### src/rtl/multi_timer.sv
// multi_timer: NUM_CH independent countdown timers sharing one clock.
// Each channel counts load_val units of TICKS clocks, then either stops
// (one-shot) or reloads (periodic), pulsing evt and optionally latching an
// interrupt pending flag.
//
// Ports
//   clk, rst_n   : clock (rising edge), async active-low reset
//   start        : [NUM_CH] load-and-run pulse (load_val == 0 acts as stop)
//   stop         : [NUM_CH] abort pulse, beats start
//   load_val     : [NUM_CH*CNT_W] unit count, channel i at [i*CNT_W +: CNT_W]
//   periodic     : [NUM_CH] mode captured at start, 1 = auto-reload
//   irq_en       : [NUM_CH] expiry sets irq_pending when high
//   irq_clr      : [NUM_CH] clears irq_pending (loses to a same-cycle set)
//   done         : [NUM_CH] channel idle
//   evt          : [NUM_CH] one-cycle expiry pulse
//   remaining    : [NUM_CH*CNT_W] current unit count
//   irq_pending  : [NUM_CH] sticky expiry flags
//   irq          : OR of irq_pending
`timescale 1ns/1ps
module multi_timer #(
   parameter int CLK_FREQ_HZ = 27000000,
   parameter int TICK_HZ     = 1000,
   parameter int NUM_CH      = 4,
   parameter int CNT_W       = 16
) (
   input  logic                    clk,
   input  logic                    rst_n,
   input  logic [NUM_CH-1:0]       start,
   input  logic [NUM_CH-1:0]       stop,
   input  logic [NUM_CH*CNT_W-1:0] load_val,
   input  logic [NUM_CH-1:0]       periodic,
   input  logic [NUM_CH-1:0]       irq_en,
   input  logic [NUM_CH-1:0]       irq_clr,
   output logic [NUM_CH-1:0]       done,
   output logic [NUM_CH-1:0]       evt,
   output logic [NUM_CH*CNT_W-1:0] remaining,
   output logic [NUM_CH-1:0]       irq_pending,
   output logic                    irq
);
   localparam int TICKS = CLK_FREQ_HZ / TICK_HZ;
   localparam int PW    = (TICKS > 1) ? $clog2(TICKS) : 1;
   localparam logic [PW-1:0] PS_LAST = PW'(TICKS - 1);

   typedef enum logic {IDLE = 1'b0, RUN = 1'b1} state_t;

   for (genvar i = 0; i < NUM_CH; i++) begin : g_ch
      state_t             state_q, state_d;
      logic [PW-1:0]      presc_q, presc_d;
      logic [CNT_W-1:0]   cnt_q, cnt_d;
      logic [CNT_W-1:0]   reload_q, reload_d;
      logic               mode_q, mode_d;
      logic               evt_q, evt_d;
      logic               pend_q, pend_d;
      logic               expire;
      logic [CNT_W-1:0]   lv;

      assign lv = load_val[i*CNT_W +: CNT_W];

      always_ff @(posedge clk or negedge rst_n) begin
         if (!rst_n) begin
            state_q  <= IDLE;
            presc_q  <= '0;
            cnt_q    <= '0;
            reload_q <= '0;
            mode_q   <= 1'b0;
            evt_q    <= 1'b0;
            pend_q   <= 1'b0;
         end else begin
            state_q  <= state_d;
            presc_q  <= presc_d;
            cnt_q    <= cnt_d;
            reload_q <= reload_d;
            mode_q   <= mode_d;
            evt_q    <= evt_d;
            pend_q   <= pend_d;
         end
      end

      // Priority: stop > start > counting. Because start is checked before
      // the counting branch, a start landing on the expiry edge restarts the
      // channel and the expiry (evt and pending set) never happens.
      always_comb begin
         state_d  = state_q;
         presc_d  = presc_q;
         cnt_d    = cnt_q;
         reload_d = reload_q;
         mode_d   = mode_q;
         expire   = 1'b0;
         if (stop[i]) begin
            state_d = IDLE;
            cnt_d   = '0;
            presc_d = '0;
         end else if (start[i] && lv != '0) begin
            state_d  = RUN;
            cnt_d    = lv;
            reload_d = lv;
            mode_d   = periodic[i];
            presc_d  = '0;
         end else if (start[i] && state_q == RUN) begin
            // zero-length restart degenerates to an abort
            state_d = IDLE;
            cnt_d   = '0;
            presc_d = '0;
         end else if (state_q == RUN) begin
            if (presc_q == PS_LAST) begin
               presc_d = '0;
               if (cnt_q == CNT_W'(1)) begin
                  expire = 1'b1;
                  if (mode_q) begin
                     cnt_d = reload_q;    // back-to-back period, no gap cycle
                  end else begin
                     state_d = IDLE;
                     cnt_d   = '0;
                  end
               end else begin
                  cnt_d = cnt_q - CNT_W'(1);
               end
            end else begin
               presc_d = presc_q + PW'(1);
            end
         end
         evt_d = expire;
         // set beats clear when both land on the same edge
         if (expire && irq_en[i])
            pend_d = 1'b1;
         else if (irq_clr[i])
            pend_d = 1'b0;
         else
            pend_d = pend_q;
      end

      assign done[i]                     = (state_q == IDLE);
      assign evt[i]                      = evt_q;
      assign remaining[i*CNT_W +: CNT_W] = cnt_q;
      assign irq_pending[i]              = pend_q;
   end

   assign irq = |irq_pending;

endmodule

### config.mk
export PLATFORM = sky130hd
export DESIGN_NAME = multi_timer
export DESIGN_NICKNAME = d
export VERILOG_FILES = /design/src/rtl/multi_timer.sv
export SDC_FILE = /design/constraint.sdc
export NUM_CORES = 1
export LEC_CHECK = 0
export ABC_AREA = 1
export CORE_MARGIN = 3
export CORE_UTILIZATION = 57
export DETAILED_ROUTE_END_ITERATION = 8
export GPL_ROUTABILITY_DRIVEN = 0
export GPL_TIMING_DRIVEN = 0
export PLACE_DENSITY = 0.86
export SLEW_MARGIN = 20
export SYNTH_ARGS = -nofsm -noshare
export SYNTH_HDL_FRONTEND = slang
export SYNTH_SLANG_ARGS = --single-unit
### constraint.sdc
create_clock -name clk -period 2.44 [get_ports clk]
set_clock_uncertainty 0.15 [all_clocks]
set_input_delay 0.61 -clock clk [delete_from_list [all_inputs] [get_ports clk]]
set_output_delay 0.61 -clock clk [all_outputs]
set_load 0.02 [all_outputs]
# Word level (Yosys, flattened, before mapping)
# Cells that the tools add are included.
[totals] ramBits=0 rom_bits=0 reg_bits=204 n_memories=0 latchBits=0 output_inout_bits=77
[op_classes] bitwise=8 n_shift=0 mux=108 add_sub_neg=8 n_eq_ne=8 div_mod_pow=0 mul=0 n_lt_le_gt_ge=0 reduce_logical=37
[ops] operator="$mux W16" count=28
[ops] operator="$mux W15" count=20
[ops] operator="$eq A16 B1 Y1 const B" count=4
[ops] operator="$reduce_bool A16 Y1" count=4
[ops] operator="$sub A16 B1 Y16 const B" count=4
[ops] operator="$add A15 B1 Y15 const B" count=4
[ops] operator="$eq A15 B15 Y1 const B" count=4
[ops] operator="$mux W1" count=60
[ops] operator="$reduce_bool A4 Y1" count=8
[ops] operator="$reduce_and A2 Y1" count=8
[ops] operator="$logic_and A1 B1 Y1" count=12
[ops] operator="$not A1 Y1" count=8
[ops] operator="$reduce_bool A2 Y1" count=4
[ops] operator="$reduce_or A4 Y1" count=1

# Depth between registers and ports, before layout
# Gate-level depths: netlist (run 1).
[logic_depth] ltp_word=9 mapped_depth=12

# Worst setup path after synthesis (run 1)
# No wires, ideal clock.
[synth_timing] path_kind="flip-flop to flip-flop" from="register g_ch[3].cnt_q[1]" to="register g_ch[3].state_q" path_buffers=1 setup_ns=0.121 t_arrival_ns=1.667 required_ns=2.169 setup_slack_ns=0.503 path_stages_with_launch=11 cell_sequence="dfrtp_1 inv_1 ha_1 nand3_1 nor2_4 nand2_4 inv_2 buf_6 nand4_2 o21ai_1 nand2_1"
[synth_via] elab_chain_cells=7
[synth_rtl] item="start: declaration" line="49" source="logic [CNT_W-1:0] cnt_q, cnt_d;"
[synth_rtl] item="start signal: assignment" line="71" source="cnt_q <= cnt_d;"
[synth_rtl] item="$eq A16 B1 Y1" line="107" source="if (cnt_q == CNT_W'(1)) begin"
[synth_rtl] item="$mux W1" line="107"
[synth_rtl] item="$mux W1" line="105" source="if (presc_q == PS_LAST) begin"
[synth_rtl] item="$mux W1" line="104" source="end else if (state_q == RUN) begin"
[synth_rtl] item="$mux W1" line="99" source="end else if (start[i] && state_q == RUN) begin"
[synth_rtl] item="$mux W1" line="93" source="end else if (start[i] && lv != '0) begin"
[synth_rtl] item="$mux W1" line="89" source="if (stop[i]) begin"
[synth_rtl] item="via g_ch[3].state_d" line="47" source="state_t state_q, state_d;"
[synth_rtl] item="end signal: assignment" line="69" source="state_q <= state_d;"
[synth_rtl] item="end: declaration" line="47"
# The timed path passes the listed nets, and every way through them passes these cells.
# A chain may end at the register's enable or synchronous reset.

# Worst setup path in the final report (run 1)
[layout_timing] from="register g_ch[0].cnt_q[4]" to="output remaining[4]"
[layout_lines] item="start: declaration" line="49"
[layout_lines] item="start signal: assignment" line="71"
[layout_lines] item="end: declaration" line="36" source="output logic [NUM_CH*CNT_W-1:0] remaining,"
# No word-level cell between the ends.

==> results of run 1 <==
==> worst min path at each step <==
stage / depth (start not counted) / slack, ns / start / to
2_1_floorplan: 0 / 0.16 / rst_n / g_ch[0].cnt_q[0]$_DFFE_PN0P_
6_report: 2 / 0.32 / g_ch[0].reload_q[12]$_DFFE_PN0P_ / g_ch[0].reload_q[12]$_DFFE_PN0P_
4_1_cts: 2 / 0.32 / g_ch[1].reload_q[3]$_DFFE_PN0P_ / g_ch[1].reload_q[3]$_DFFE_PN0P_
3_5_place_dp: 2 / 0.31 / g_ch[3].reload_q[12]$_DFFE_PN0P_ / g_ch[3].reload_q[12]$_DFFE_PN0P_
5_1_grt: 2 / 0.33 / g_ch[0].reload_q[3]$_DFFE_PN0P_ / g_ch[0].reload_q[3]$_DFFE_PN0P_
3_3_place_gp: 2 / 0.30 / g_ch[1].reload_q[3]$_DFFE_PN0P_ / g_ch[1].reload_q[3]$_DFFE_PN0P_
==> through the flow <==
step                      cells  power [uW]  hold slack (ns)  utilization
after global placement     2516        6720            0.303        0.673
after detailed placement   2518        6810            0.309        0.676
after global routing       2561       11000            0.333        0.713
after floorplan            2041        5750            0.164            -
final                      2561       10500            0.323        0.713
after CTS                  2561       10500            0.323        0.711
==> Yosys cell counts, drive strengths merged (2+ instances only) <==
cell type  instances  area share
nand2            713        0.20
nor2             387        0.12
dfrtp            204        0.38
nand3            182       0.072
inv              172       0.049
o21ai            104       0.040
nand4             77       0.037
buf               47       0.025
a21oi             37       0.014
nor3              34       0.014
clkbuf            18      0.0050
xor2              15      0.0098
ha                12       0.011
nor4               9      0.0047
a31oi              4      0.0019
nand3b             4      0.0022
clkinv             3     0.00084
o21bai             3      0.0017
a21boi             2      0.0011
and2               2     0.00093
nor3b              2      0.0011
o22ai              2     0.00093
or2                2     0.00093
xnor2              2      0.0013
==> power groups by stage <==
stage          clock network (uW)  logic (uW)  registers, uW
2_1_floorplan                   0        1580           4160
3_3_place_gp                    0        2650           4070
3_5_place_dp                    0        2730           4080
4_1_cts                      3750        2750           4020
5_1_grt                      3890        3070           4070
6_report                     3710        2770           4030
==> metal layers <==
layer | vias up | routed length, um | part of all wire
met1 | 6558 | 16100 | 0.41
li1 | 6924 | - | -
met4 | 0 | 1340 | 0.034
met3 | 119 | 3280 | 0.084
met2 | 717 | 18400 | 0.47
met5 | - | 0 | 0
==> registers in the layout (all words and copies together), names as in the netlist <==
register,flops
g_ch.cnt_q,64
g_ch.reload_q,64
g_ch.presc_q,60
g_ch.evt_q,4
g_ch.mode_q,4
g_ch.pend_q,4
g_ch.state_q,4
==> final cells by class <==
| cell class | instances | area, um^2 | share of cell area |
|---|---|---|---|
| Buffer | 65 | 397 | 0.0243 |
| Clock buffer | 29 | 638 | 0.0391 |
| Clock inverter | 13 | 176 | 0.0108 |
| Inverter | 175 | 664 | 0.0407 |
| Multi-Input combinational cell | 1597 | 7250 | 0.444 |
| Sequential cell | 204 | 5100 | 0.312 |
| Tap cell | 313 | 392 | 0.0240 |
| Timing Repair Buffer | 165 | 1720 | 0.105 |
==> timing repair <==
| item | in CTS | in global routing |
|---|---|---|
| hold buffers | 1 | 0 |
| setup endpoints to repair | 11 | 16 |
| pin swaps | 0 | 0 |
| gates resized for setup | 11 | 16 |
| hold endpoints to repair | 43 | 0 |
==> logic make-up (layout without fill, tap and decap cells) <==
kind of cell    Yosys count  count (layout)
simple gates           1413            1413
xor+xnor                 17              17
flops                   204             204
fa+ha+maj                12              12
compound gates          155             155
buf+inv                 240             447
==> flow_summary.json, run 1 <==
{
  "status": "complete, no violations",
  "remaining_drcs": 0,
  "r2r_setup_slack_ns": 0.16,
  "vdd_ir_drop_max_mv": 0.433,
  "synth_flop_cell": "sky130_fd_sc_hd__dfrtp_1",
  "post_route_cells_drive_above_1_share": 0.0774,
  "cts_buffers": 23,
  "number_of_levels_the_h_tree_was_split_into": 1,
  "antenna_found_initial": 0,
  "layout_min_cycle_time_ns": 2.42,
  "met2_usage": 0.509,
  "routed_via_density": 5.59,
  "first_pass_iters": 9,
  "chipWidth_um": 159,
  "critPathLaunchType": "flip-flop",
  "cell_internal_pwr_uw": 6980,
  "worstSetupEndpoint": "remaining[4]",
  "timing.setup.tns_ns": 0,
  "timing_worst_setup_path_type": "reg2out",
  "hpwlAfterDp_mm": 29.0,
  "syn_avg_cell_area_um2": 6.57,
  "wl_per_cell_um": 15.3,
  "power.share.combinational": 0.263,
  "clock_tree_sinks": 204,
  "post_synth_instance_area_mm2": 0.0134,
  "required_ns": 1.68,
  "route.final.wire_length_mm": 39.1,
  "netlist_instances": 2041,
  "worst_slack_ns": 0.0212,
  "max_stage_delay_ns": 0.66,
  "post_cts.repair.setup_buffers": 0,
  "dr.first_iter.drc_count": 1452,
  "cp_cell_sequence": "clkdlybuf4s50_1",
  "layout_common_cells": "sky130_fd_sc_hd__nand2_1, sky130_fd_sc_hd__nor2_1, sky130_fd_sc_hd__dfrtp_1, sky130_fd_sc_hd__nand3_1, sky130_fd_sc_hd__inv_1",
  "p_sw_uw": 3540,
  "overall_die_area_mm2": 0.0254,
  "final-max-slew-violation-count": 0,
  "clock_path_buffers": 3,
  "placement_rows": 55,
  "drv.max_cap_violation_count": 0,
  "buffer_ports.inserted": 162,
  "vias_in_the_first_global_route": 13706,
  "grt_use_total": 0.301,
  "overflow": 0,
  "synth_enable_flop_cells": 0,
  "critical_path_cell_count": 1,
  "floorplan.io_pins": 163,
  "final_period_util": 0.991,
  "yosysSeqAreaShare": 0.380,
  "grt_first_pass_wirelength_mm": 65.1,
  "nFillCells": 1905,
  "yosys.area_share.xor_xnor": 0.0111,
  "synth_async_sr_flop_share": 1.00,
  "areaGrowthSynthToFinish_pct": 21.8,
  "clkLatencyLatePin_ns": 0.52,
  "post_synth_and_or_nand_nor_area_fraction": 0.457,
  "syn-num-nets": 2139,
  "gr-usage-met1": 0.401,
  "critPathMaxFanout": 5,
  "tritoncts": "yes",
  "power_share_of_the_clock_group": 0.353,
  "power.share.switching": 0.336,
  "holdCritPathClass": "reg2reg",
  "ys_ff_latch": 204,
  "floorplan.initialDensity": 0.585,
  "timing.fmax_mhz": 413,
  "root_buffer": "sky130_fd_sc_hd__clkbuf_16",
  "synthMuxAreaShare": 0,
  "finish.net_count": 2329,
  "critical_path.top_delay_family": "buffers and inverters",
  "chipHeight_um": 159,
  "layout.cell_area.non_filler_mm2": 0.0163,
  "core_area_mm2": 0.0229,
  "ys_types": 47,
  "cts.reportedPaths.clkPinSlew_ns": 0.06,
  "yosys.area_share.adder": 0.0112,
  "leakage_uw": 0.00793,
  "largest_net_degree_at_the_start_of_global_routing": 101,
  "finalHoldViolCount": 0,
  "mostFrequentLayoutCell": "sky130_fd_sc_hd__nand2_1",
  "worst_relative_slew_slack": 0.621,
  "crit_path_start": "g_ch[0].cnt_q[4]$_DFFE_PN0P_",
  "seq_pwr_share": 0.384,
  "dominant_combinational_cell_family_by_area_after_synthesis": "simple AND/OR/NAND/NOR gates",
  "worst_r2r_path_depth": 10,
  "synth.yosys.warnings": 0,
  "critPathSlowestCell": "sky130_fd_sc_hd__clkdlybuf4s50_1",
  "use_met3": 0.0414,
  "cell_pwr_density_mw_per_mm2": 643,
  "kind_of_end_point_of_the_critical_path": "output pin",
  "antenna_cells_inserted": 0,
  "synth-compound-area-share": 0.0611,
  "place_ws_ns": -0.316,
  "critPathBufInv": 1,
  "antenna_left": 0,
  "worstPathArrival_ns": 1.66,
  "rr_startpoint": "g_ch[3].cnt_q[1]$_DFFE_PN0P_",
  "postPlaceCellArea_mm2": 0.0155,
  "tightestPinTransition_ns": 0.567,
  "vias_after_detailed_routing": 14318,
  "regToRegEndpoint": "g_ch[3].state_q$_DFF_PN0_",
  "global_route.peak_usage_layer": "met2",
  "setup_violators_final": 0
}
(Power assumes the default switching activity.)
==> run 2, diff against run 1 <==
- CAP_MARGIN: default -> 20
==> results of run 2 <==
Same layout as run 1: the final DEF is identical, and so are final timing and power.
==> run 3, diff against run 2 <==
- CORE_UTILIZATION: 57 -> 40
- PLACE_DENSITY: 0.86 -> 0.66
==> flow_summary.json, run 3 (synthesis results as in run 1) <==
{
  "hold_end": "g_ch[2].reload_q[10]$_DFFE_PN0P_",
  "overflow": 0,
  "largest_registers": "g_ch.cnt_q: 64 flops, g_ch.reload_q: 64 flops, g_ch.presc_q: 60 flops",
  "cell_pwr_density_mw_per_mm2": 634,
  "timing_worst_setup_path_type": "reg2out",
  "layout.cell_area.non_filler_mm2": 0.0165,
  "floorplan.io_pins": 163,
  "antenna_cells_inserted": 0,
  "critPathSlowestCell": "sky130_fd_sc_hd__clkdlybuf4s50_1",
  "final_period_util": 0.981,
  "tritoncts": "yes",
  "layout.cells.non_filler": 2695,
  "power.share.switching": 0.342,
  "timing.setup.tns_ns": 0,
  "kind_of_end_point_of_the_critical_path": "output pin",
  "crit_path_start": "g_ch[1].cnt_q[10]$_DFFE_PN0P_",
  "critPathMaxFanout": 6,
  "clock_tree_sinks": 204,
  "status": "complete, no violations",
  "post_route_cells_drive_above_1_share": 0.0786,
  "post-place-cells": 2647,
  "worst_relative_slew_slack": 0.615,
  "wl_per_cell_um": 14.9,
  "grt_first_pass_wirelength_mm": 66.4,
  "finish.net_count": 2332,
  "postLayoutCoreUtil": 0.504,
  "final.hold.worst_slack_ns": 0.318,
  "max_stage_delay_ns": 0.65,
  "hp-start": "g_ch[2].reload_q[10]$_DFFE_PN0P_",
  "cts.reportedPaths.clkPinSlew_ns": 0.06,
  "final-max-slew-violation-count": 0,
  "clkLatencyLatePin_ns": 0.53,
  "tightestPinTransition_ns": 0.577,
  "routed_via_density": 5.15,
  "r2r_setup_slack_ns": 0.18,
  "dr.first_iter.drc_count": 1011,
  "holdCritPathClass": "reg2reg",
  "vdd_ir_drop_max_mv": 0.489,
  "rr_startpoint": "g_ch[3].cnt_q[1]$_DFFE_PN0P_",
  "post_cts.repair.setup_buffers": 0,
  "remaining_drcs": 0,
  "postPlaceCellArea_mm2": 0.0157,
  "chipHeight_um": 189,
  "placement_rows": 66,
  "drv.max_cap_violation_count": 0,
  "critPathBufInv": 1,
  "largest_net_degree_at_the_start_of_global_routing": 82,
  "chipWidth_um": 189,
  "critPathLaunchType": "flip-flop",
  "cts_buffers": 26,
  "timing.fmax_mhz": 418,
  "hpwlAfterDp_mm": 30.6,
  "worstPathArrival_ns": 1.63,
  "worst_hold_path.num_cells": 2,
  "p_sw_uw": 3580,
  "worst_r2r_path_depth": 10,
  "grt_use_total": 0.222,
  "setup_violators_final": 0,
  "sum_of_met2_wire_segment_lengths_after_detailed_routing_mm": 18.4,
  "vias_in_the_first_global_route": 13213,
  "overall_die_area_mm2": 0.0358,
  "finalHoldViolCount": 0,
  "number_of_levels_the_h_tree_was_split_into": 1,
  "route.final.wire_length_mm": 40.0,
  "critical_path.top_delay_family": "buffers and inverters",
  "power.share.combinational": 0.259,
  "buffer_ports.inserted": 162,
  "grt_setup_unrepaired": "no",
  "floorplan.initialDensity": 0.409,
  "power_share_of_the_clock_group": 0.356,
  "cp_cell_sequence": "clkdlybuf4s50_1",
  "root_buffer": "sky130_fd_sc_hd__clkbuf_16",
  "regToRegEndpoint": "g_ch[3].state_q$_DFF_PN0_",
  "core_area_mm2": 0.0328,
  "areaGrowthSynthToFinish_pct": 23.1,
  "layout_common_cells": "sky130_fd_sc_hd__nand2_1, sky130_fd_sc_hd__nor2_1, sky130_fd_sc_hd__dfrtp_1, sky130_fd_sc_hd__nand3_1, sky130_fd_sc_hd__inv_1",
  "dr.max_layer_used": "met4",
  "leakage_uw": 0.00802,
  "detailroute.wirelength.met3_mm": 2.83,
  "met1Wirelength_mm": 18.0,
  "seq_pwr_share": 0.385,
  "vias_after_detailed_routing": 13875,
  "antenna_found_initial": 0,
  "required_ns": 1.68,
  "clock_path_buffers": 3,
  "mostFrequentLayoutCell": "sky130_fd_sc_hd__nand2_1",
  "cell_internal_pwr_uw": 6890,
  "antenna_left": 0,
  "first_pass_iters": 5,
  "layout_min_cycle_time_ns": 2.39
}
-- run 3: cell count changes in the layout (fill, tap and decap cells not counted), moves of 2 or more --
cell                              change
sky130_fd_sc_hd__clkinv_2             +3
sky130_fd_sc_hd__clkbuf_16            +4
sky130_fd_sc_hd__bufinv_16            -3
sky130_fd_sc_hd__clkbuf_1             +4
sky130_fd_sc_hd__dlymetal6s2s_1       +2
sky130_fd_sc_hd__clkdlybuf4s50_1     -15
sky130_fd_sc_hd__dlygate4sd2_1       +13
-- run 3: stage by stage --
step                total power (uW)  setup slack, ns
global placement                6780            -8.36
CTS                            10600          0.00377
floorplan                       5750            0.503
global route                   11100         0.000252
detailed placement              6830           -0.384
finish                         10500           0.0475
-- run 3: timing repair --
action / 4_1_cts / 5_1_grt
endpoints found under the setup margin: 24 / 26
hold endpoints to repair: 50 / 0
cloned: 0 / 0
resized for setup: 25 / 21
hold buffers: 1 / 0
-- run 3: cell type report --
cell class | instances | area (um^2)
clock buffers | 36 | 739
plain buffers | 65 | 397
clock inverters | 11 | 85.1
inverters | 175 | 664
multi-input cells | 1597 | 7270
well taps | 442 | 553
repair buffers | 165 | 1710
flip-flops and latches | 204 | 5100
fillers | 3300 | 16300
-- run 3: worst max path at each step --
stage                     slack, ns                       endpoint  cells past startpoint
after floorplan                0.50      g_ch[3].state_q$_DFF_PN0_                     10
after global placement        -8.36  g_ch[1].cnt_q[12]$_DFFE_PN0P_                      1
after detailed placement      -0.38  g_ch[2].cnt_q[10]$_DFFE_PN0P_                     12
after CTS                     0.004                  remaining[28]                      1
after global routing         0.0003                  remaining[15]                      1
final                          0.05                  remaining[26]                      1
-- run 3: power by group through the flow --
stage                     Clock, uW  Sequential, uW  Combinational (uW)
after floorplan                   0            4160                1580
after global placement            0            4080                2700
after detailed placement          0            4080                2740
after CTS                      3840            4030                2720
after global routing           4000            4070                3050
final                          3730            4030                2720
-- run 3: layer usage --
| metal | up-vias | global-route usage |
|---|---|---|
| met2 | 483 | 0.365 |
| met3 | 58 | 0.0335 |
| li1 | 6920 | - |
| met5 | - | 0 |
| met4 | 0 | 0.0561 |
| met1 | 6414 | 0.308 |
